==> src/rtl/ucode_seq.sv <==
// ucode_seq: microcode address sequencer with prioritised interrupt entry, return stack and WAI/STP halt.
// Ports:
//    clk, reset (async, active-low), rdy (0 freezes state)
//    DB opcode/data bus, D decimal half select, I global IRQ mask, nmi rising-edge NMI
//    irq/irq_en level IRQ sources and enables (irq[0] highest priority)
//    seq_op/nxt/fin/we_nxt control fields from the registered microcode ROM
//    upc next microcode address, rom_en ROM enable, sync FETCH marker, WE registered write enable
//    vec_id last source taken, halt WAIT/STOP, stk_err sticky stack fault
module ucode_seq #(
   parameter int DB_W = 8,
   parameter int FIN_W = 5,
   parameter int NIRQ = 2,
   parameter int STK_DEPTH = 2,
   parameter logic [DB_W:0] RESET_UPC = 9'h1F0,
   parameter logic [DB_W:0] INT_BASE = 9'h160,
   parameter int INT_STRIDE = 8,
   parameter logic [DB_W-1:0] WAI_OP = 8'hCB,
   parameter logic [DB_W-1:0] STP_OP = 8'hDB
) (
   input  logic            clk,
   input  logic            reset,
   input  logic            rdy,
   input  logic [DB_W-1:0] DB,
   input  logic            D,
   input  logic            I,
   input  logic            nmi,
   input  logic [NIRQ-1:0] irq,
   input  logic [NIRQ-1:0] irq_en,
   input  logic [2:0]      seq_op,
   input  logic [DB_W-2:0] nxt,
   input  logic [FIN_W-1:0] fin,
   input  logic            we_nxt,
   output logic [DB_W:0]   upc,
   output logic            rom_en,
   output logic            sync,
   output logic            WE,
   output logic [1:0]      vec_id,
   output logic            halt,
   output logic            stk_err
);
   localparam int UPC_W = DB_W + 1;
   localparam int FX_W = UPC_W - 4;
   localparam int SP_W = $clog2(STK_DEPTH + 1);
   typedef enum logic [1:0] {S_RUN, S_WAIT, S_STOP} hstate_t;
   hstate_t hs_q, hs_d;
   logic [UPC_W-1:0] upc_q, upc_d, stk_top, vec_addr;
   logic [UPC_W-1:0] stk_q [STK_DEPTH];
   logic [UPC_W-1:0] stk_d [STK_DEPTH];
   logic [SP_W-1:0] sp_q, sp_d;
   logic [FIN_W-1:0] finish_q, finish_d;
   logic [FX_W-1:0] fin_ext;
   logic [1:0] vec_q, vec_d, irq_k, vec_k;
   logic start_q, start_d, we_q, we_d, err_q, err_d, np_q, np_d, nmi_q;
   logic [NIRQ-1:0] irq_hit;
   logic irq_any, pend, ret_uf, fetch, en, take, push, pop, full;
   assign halt = hs_q != S_RUN;
   assign rom_en = rdy & ~halt;
   assign sync = seq_op == 3'd0;
   assign WE = we_q;
   assign vec_id = vec_q;
   assign stk_err = err_q;
   always_comb begin
      irq_hit = irq & irq_en;
      irq_k = '0;
      irq_any = 1'b0;
      for (int i = NIRQ - 1; i >= 0; i--)
         if (irq_hit[i] && !I) begin
            irq_any = 1'b1;
            irq_k = 2'(i + 1);
         end
      pend = np_q | irq_any;
      vec_k = np_q ? 2'd0 : irq_k;
      vec_addr = UPC_W'(int'(INT_BASE) + int'(vec_k) * INT_STRIDE);
      full = sp_q == SP_W'(STK_DEPTH);
      // RET on an empty stack degrades to an ordinary FETCH
      ret_uf = seq_op == 3'd5 && sp_q == '0;
      fetch = seq_op == 3'd0 || ret_uf;
      stk_top = stk_q[0];
      for (int i = 0; i < STK_DEPTH; i++)
         if (sp_q == SP_W'(i + 1)) stk_top = stk_q[i];
      fin_ext = FX_W'(finish_q);
      upc = start_q ? RESET_UPC :
            fetch ? (pend ? vec_addr : {1'b0, DB}) :
            seq_op == 3'd2 ? {1'b1, D, 2'b10, fin_ext} :
            seq_op == 3'd5 ? stk_top : {1'b1, D, nxt};
      // the first enabled edge after reset only loads RESET_UPC; the control fields are not yet valid
      en = rom_en & ~start_q;
      take = en & fetch & pend;
      push = en && seq_op == 3'd4;
      pop = en && seq_op == 3'd5 && !ret_uf;
      upc_d = rom_en ? upc : upc_q;
      start_d = start_q & ~rom_en;
      we_d = en ? we_nxt : we_q;
      finish_d = en && seq_op == 3'd3 ? fin : finish_q;
      vec_d = take ? vec_k : vec_q;
      // a fresh edge in the clearing cycle wins over the clear
      np_d = (nmi & ~nmi_q) | (np_q & ~take);
      err_d = err_q | (push & full) | (en & ret_uf);
      sp_d = push && !full ? sp_q + SP_W'(1) : pop ? sp_q - SP_W'(1) : sp_q;
      stk_d = stk_q;
      for (int i = 0; i < STK_DEPTH; i++)
         if (push && !full && sp_q == SP_W'(i)) stk_d[i] = upc_q + UPC_W'(1);
      hs_d = hs_q;
      if (en && fetch && !pend) hs_d = DB == WAI_OP ? S_WAIT : DB == STP_OP ? S_STOP : S_RUN;
      // wake ignores I and rdy; the resumed FETCH decides whether to vector
      if (hs_q == S_WAIT && (np_q || |irq_hit)) hs_d = S_RUN;
   end
   always_ff @(posedge clk or negedge reset)
      if (!reset) begin
         hs_q <= S_RUN;
         upc_q <= RESET_UPC;
         stk_q <= '{default: '0};
         sp_q <= '0;
         finish_q <= '0;
         vec_q <= '0;
         start_q <= 1'b1;
         we_q <= 1'b0;
         err_q <= 1'b0;
         np_q <= 1'b0;
         nmi_q <= 1'b0;
      end else begin
         hs_q <= hs_d;
         upc_q <= upc_d;
         stk_q <= stk_d;
         sp_q <= sp_d;
         finish_q <= finish_d;
         vec_q <= vec_d;
         start_q <= start_d;
         we_q <= we_d;
         err_q <= err_d;
         np_q <= np_d;
         nmi_q <= nmi;
      end
endmodule

==> config.mk <==
export PLATFORM = sky130hd
export DESIGN_NAME = ucode_seq
export DESIGN_NICKNAME = d
export VERILOG_FILES = /design/src/rtl/ucode_seq.sv
export SDC_FILE = /design/constraint.sdc
export NUM_CORES = 1
export LEC_CHECK = 0
export ABC_AREA = 1
export CORE_AREA = 4 4 79 74
export CTS_BUF_LIST = sky130_fd_sc_hd__clkbuf_16
export CTS_CLUSTER_SIZE = 25
export DETAILED_ROUTE_END_ITERATION = 16
export DIE_AREA = 0 0 83 78
export PLACE_DENSITY = 0.83
export SYNTH_ARGS = -nofsm -noshare
export SYNTH_HDL_FRONTEND = slang
export SYNTH_SLANG_ARGS = --single-unit
==> constraint.sdc <==
create_clock -name clk -period 2.2 [get_ports clk]
set_input_delay 0.44 -clock clk [delete_from_list [all_inputs] [get_ports clk]]
set_output_delay 0.44 -clock clk [all_outputs]
set_load 0.05 [all_outputs]
-- After elaboration in Yosys (flattened, before gate mapping)
Cells that the tools add are included.
- add/subtract/negate cells: 4
- eq/ne operators: 9
- muxes and demuxes: 17
- bitwise logic cells: 19
- reduce and logical (&&, ||, !) cells: 25
- operators by type and width (operator ; number):
    $mux 9 ; 6
    $mux 2 ; 9
    $eq 8x8->1 const B ; 2
    $logic_and 1x1->1 ; 13
    $add 9x1->9 const B ; 1
    $add 9x5->9 const A ; 1
    $and 1x1->1 ; 9
    $eq 3x2->1 const B ; 2
    $eq 3x3->1 const B ; 2
    $reduce_bool 2->1 ; 3
    $not 1->1 ; 5
    $eq 2x1->1 const B ; 2
    $logic_not 1->1 ; 4
    $or 1x1->1 ; 4
    $logic_not 3->1 ; 1
    $add 2x1->2 const B ; 1
    $and 2x2->2 ; 1
    $eq 2x2->1 const B ; 1
    $logic_not 2->1 ; 1
    $logic_or 1x1->1 ; 2
    $mux 1 ; 2
    $reduce_or 2->1 ; 1
    $sub 2x1->2 const B ; 1
- bits in registers: 43
- input bits: 34
- output and inout port bits: 16

-- Logic depth before layout (Yosys ltp)
- depth after elaboration: 9
- mapped depth: 10
- gate-level depth less buffers: 10

-- Worst setup path before layout
No wires, ideal clock.
- path type: reg-to-output
- start: register sp_q[0]
- end: output port upc[3]
- arrival: 1.890 ns
- required time: 1.760 ns
- path slack: -0.130 ns
- stages on the path, launching flop included: 11
- buffers on the path: 0
- cells stage by stage: dfrtp_1 > inv_1 > ha_1 > clkinv_1 > nand2_1 > nand2_1 > nor2_1 > o21ai_0 > nand2_1 > nand2_1 > nor2_1
- cells in the longest elaborated chain, start to end: 6
- elaborated cells between the ends (all ways): 9
- classes of those cells: 1 x eq/ne; 5 x mux; 3 x reduce/logical
- ends and longest elaborated chain (item ; line ; text):
    start, declared ; 49 ; logic [SP_W-1:0] sp_q, sp_d;
    start signal, assigned ; 125 ; sp_q <= sp_d;
    $eq 2x2->1 ; 80 ; if (sp_q == SP_W'(i + 1)) stk_top = stk_q[i];
    $mux 9 ; 80 ;
    $mux 9 ; 85 ; seq_op == 3'd5 ? stk_top : {1'b1, D, nxt};
    $mux 9 ; 84 ; seq_op == 3'd2 ? {1'b1, D, 2'b10, fin_ext} :
    $mux 9 * ; 83 ; fetch ? (pend ? vec_addr : {1'b0, DB}) :
    $mux 9 * ; 82 ; upc = start_q ? RESET_UPC :
    end, declared ; 33 ; output logic [DB_W:0] upc,
Mark *: on every way between the ends. The rest lies on a longest branch, timed or not.

-- Final worst setup path
- start: register sp_q[1]
- end: output port upc[0]
Same word-level chain as after synthesis.

==> summary.txt <==
Status
  • Outcome: complete, but fails checks
  • Failing checks: negative setup slack

Synth
  • Syn Area/Cell: 7.30 um2
  • Register area share after synthesis: 43.8%
  • Synth Instances: 339
  • Synth Cell Area: 2480 um2
  • Mapped Nets: ~380
  • #FFs+latches synth: between 40 and 50
  • Ys Warns: 0
  • Number of distinct library cells after synthesis: 34

GRT
  • Met3 usage: 6.26%
  • First-pass GRT wire length: between 10 and 15 mm
  • Grt met2 use: 38.7%
  • Vias in the first global route: 2656
  • Antenna violations before repair: 0
  • Met1 Track Usage GR: 29.3%
  • Tot GR Track Use: 23.3%
  • Most crowded layer after global routing: met2
  • Total gr overflow: 0
  • Largest net degree at the start of global routing: 44

Place
  • Number of I/O port buffers: 49
  • Cell total after placement: 481
  • GPL Wtd Cong: 0.834
  • Detailed Place HPWL: 5.14 mm

Setup path
  • Worst Path Max Fanout: 11
  • Reg-to-reg endpoint: upc_q[4]$_DFFE_PN1N_
  • Crit path cell chain: buf_4 > ha_4 > buf_8 > nand2_1 > nand2_1 > nor2_1 > o21ai_1 > nand2_2 > nand2_2 > nor2_4 > buf_12
  • Crit-path max cell delay: between 0.4 and 0.5 ns
  • Critical path's slowest cell: dfrtp_2
  • Crit path launch: sp_q[1]$_DFFE_PN0P_
  • Crit path capture type: output pin
  • FF-to-FF Start: sp_q[1]$_DFFE_PN0P_
  • Critical path required time: 1.76 ns
  • Critical path class: flip-flop to output pin
  • WP depth: 11
  • Worst setup path end: upc[0]
  • Reg2Reg Setup Slack: 0.28 ns
  • Startpoint types: flip-flop
  • Worst Reg-to-Reg Cells: 14
  • CP arrival: about 2 ns
  • Bufs and invs on worst path: 3
  • Cell family with most CP delay: simple AND/OR/NAND/NOR gates

Timing
  • Fin crit share: 108%
  • Max Freq: roughly 420 MHz
  • RSZ-0062 raised after global routing: yes
  • Slew @ Worst Pin: 0.565 ns
  • Final Max Slew Viols: 0
  • Clk_skew: 0.00444 ns
  • Final min period: between 2 and 2.5 ns
  • Hold Worst Slack: approximately 0.22 ns
  • Relative slew slack: just over 60%
  • Final Hold Violating Endpoints: 0
  • Setup violations, final: 9
  • Setup WS post-layout: -0.186 ns

Flow run
  • Max-Cap Viols: 0

Clock tree
  • CTS buffer count: 5
  • Worst-skew pair later-pin latency: ~0.29 ns
  • Clock root buffer master: clkbuf_16
  • CTS tree: built
  • Post-CTS Hold Buffers: 0
  • Htree depth: 2
  • Max Root-Sink Buffers: 2
  • Clk slew on worst S/H paths: 0.06 ns
  • # clock sinks: 43

Floorplan
  • Die Width: 83 um
  • DIE HEIGHT: 78 um
  • Core area: 5070 um2
  • Die footprint: between 6000 and 7000 um2
  • Core Rows: 25
  • Initial Util: between 40% and 50%
  • # IOs: 50

Power and ir drop
  • Leakage: 1.87 nW
  • Worst vdd ir: 0.000448 V
  • Pwr Density: 542 nW/um2

Layout
  • Fin nets: 469
  • Non-filler cells, final: 499
  • Synth-to-layout area growth: 52.7%
  • Share of layout cells above drive strength 1: between 20 and 30%
  • Most frequent cells in the layout: nand2_1 (110), buf_4 (39), dfrtp_1 (36), clkdlybuf4s50_1 (34), inv_1 (30)
  • Diodes inserted: 0
  • Commonest non-fill, non-tap cell in the layout: nand2_1

Detailed routing
  • Post-route ant nets: 0
  • DRT Wirelength: 7.72 mm
  • Drt wl/cell: ~15 um
  • DRC viols: 0
  • Vias: 2670
  • 1st-iter DRT viols: about 270
  • Vias/cell: about 5.4
  • DRT Pass-1 Iters: 5

Worst hold path
  • HP Class: input pin to async pin
[cell usage after synthesis]
library cell / count / area [um2]
nand2_1: 122 / 458
dfrtp_1: 37 / 926
inv_1: 37 / 139
nor2_1: 34 / 128
o21ai_0: 27 / 135
nand3_1: 25 / 125
dfstp_2: 6 / 158
nand4_1: 6 / 37.5
xor2_1: 5 / 43.8
ha_1: 4 / 50.1
o21ai_1: 4 / 20.0
buf_2: 3 / 15.0
xnor2_1: 3 / 26.3
a21oi_1: 2 / 10.0
a31oi_1: 2 / 12.5
inv_2: 2 / 7.51
nand2_2: 2 / 12.5
o21ai_2: 2 / 17.5
a21boi_0: 1 / 7.51
buf_6: 1 / 11.3
clkinv_1: 1 / 3.75
clkinv_4: 1 / 8.76
inv_4: 1 / 6.26
nand2_4: 1 / 11.3
nand3_2: 1 / 10.0
nand3_4: 1 / 17.5
nand3b_1: 1 / 7.51
nor2_2: 1 / 6.26
nor2_4: 1 / 11.3
nor2_8: 1 / 20.0
nor3_1: 1 / 5.00
nor3_4: 1 / 16.3
o22ai_1: 1 / 6.26
or2_2: 1 / 6.26
[how the worst min path moves through the flow]
stage	start	endpoint	slack (ns)	cells after the start
after floorplan	reset	WE$_DFFE_PN0P_	0.14	0
after global placement	nmi_q$_DFF_PN0_	np_q$_DFF_PN0_	0.41	1
after detailed placement	nmi_q$_DFF_PN0_	np_q$_DFF_PN0_	0.43	1
after CTS	reset	fin_ext[0]$_DFFE_PN0P_	0.25	2
after global routing	reset	fin_ext[0]$_DFFE_PN0P_	0.27	2
final	reset	fin_ext[0]$_DFFE_PN0P_	0.22	2
[sequential cells by signal, indices dropped and copies added, names as in the netlist, 2 cells and up]
signal and flops:
stk_q 18, sp_q 2, upc_q 9, hs_q 2, vec_id 2, fin_ext 5
[area by class of cell]
type	count	area, um2
clock buffer	5	125
inverter	42	176
sequential	43	1080
clock inverter	3	38.8
tap	67	83.8
multi-input combinational	250	1390
fill	365	1290
timing repair buffer	89	886
[cell families (layout without fill, tap and decap cells)]
| family | count (synthesis) | after routing | share of synthesized area, % |
|---|---|---|---|
| AND/OR/NAND/NOR | 199 | 199 | 35.2 |
| buffers and inverters | 46 | 139 | 7.73 |
| flip-flops | 43 | 43 | 43.8 |
| AO/OA/AOI/OAI | 39 | 39 | 8.44 |
| XOR/XNOR | 8 | 8 | 2.83 |
| adder cells (fa/ha/maj) | 4 | 4 | 2.02 |
[power breakdown]
part	total, W	leakage (nW)	switching [W]	internal, W
Sequential	0.000814	0.507	0.00000988	0.000804
Combinational	0.000393	1.28	0.000210	0.000182
Clock	0.000843	0.0812	0.000313	0.000530
[metrics by stage]
stage	TNS [ns]	cell area [um2]	worst slack [ns]	total power, W	utilization (%)
finish	-1.16	3780	-0.186	0.00205	74.6
global route	-2.00	3780	-0.279	0.00212	74.6
CTS	-0.915	3640	-0.156	0.00201	71.9
detailed placement	-2.53	3340	-0.309	0.00115	65.9
global placement	-2.03	3340	-0.237	0.00115	65.9
floorplan	0	2490	0.0896	0.000962	-
[worst reg2reg max path: stages (launching register included)]
cell     delay [ns]
dfrtp_2        0.42
buf_4          0.15
ha_4           0.17
buf_8          0.14
nand2_2        0.05
o21ai_1        0.06
nand2_1        0.08
nand3_2        0.07
nand2_2        0.12
nand3_4        0.10
buf_4          0.15
buf_4          0.12
buf_4          0.12
nand2_1        0.06
nand2_1        0.05
[metal layers]
layer  vias up  share of wire (%)
met5         -                  0
met4         0                1.5
met3         8                8.0
met2       143                 49
met1      1265                 42
li1       1254                  -
[what timing repair did]
action / 4_1_cts / 5_1_grt
buffers inserted: 5 / 7
pin swaps: 5 / 15
cloned: 0 / 0
resized for setup: 40 / 28
setup endpoints to repair: 9 / 9
No activity file was read; power rests on OpenSTA's default activity.
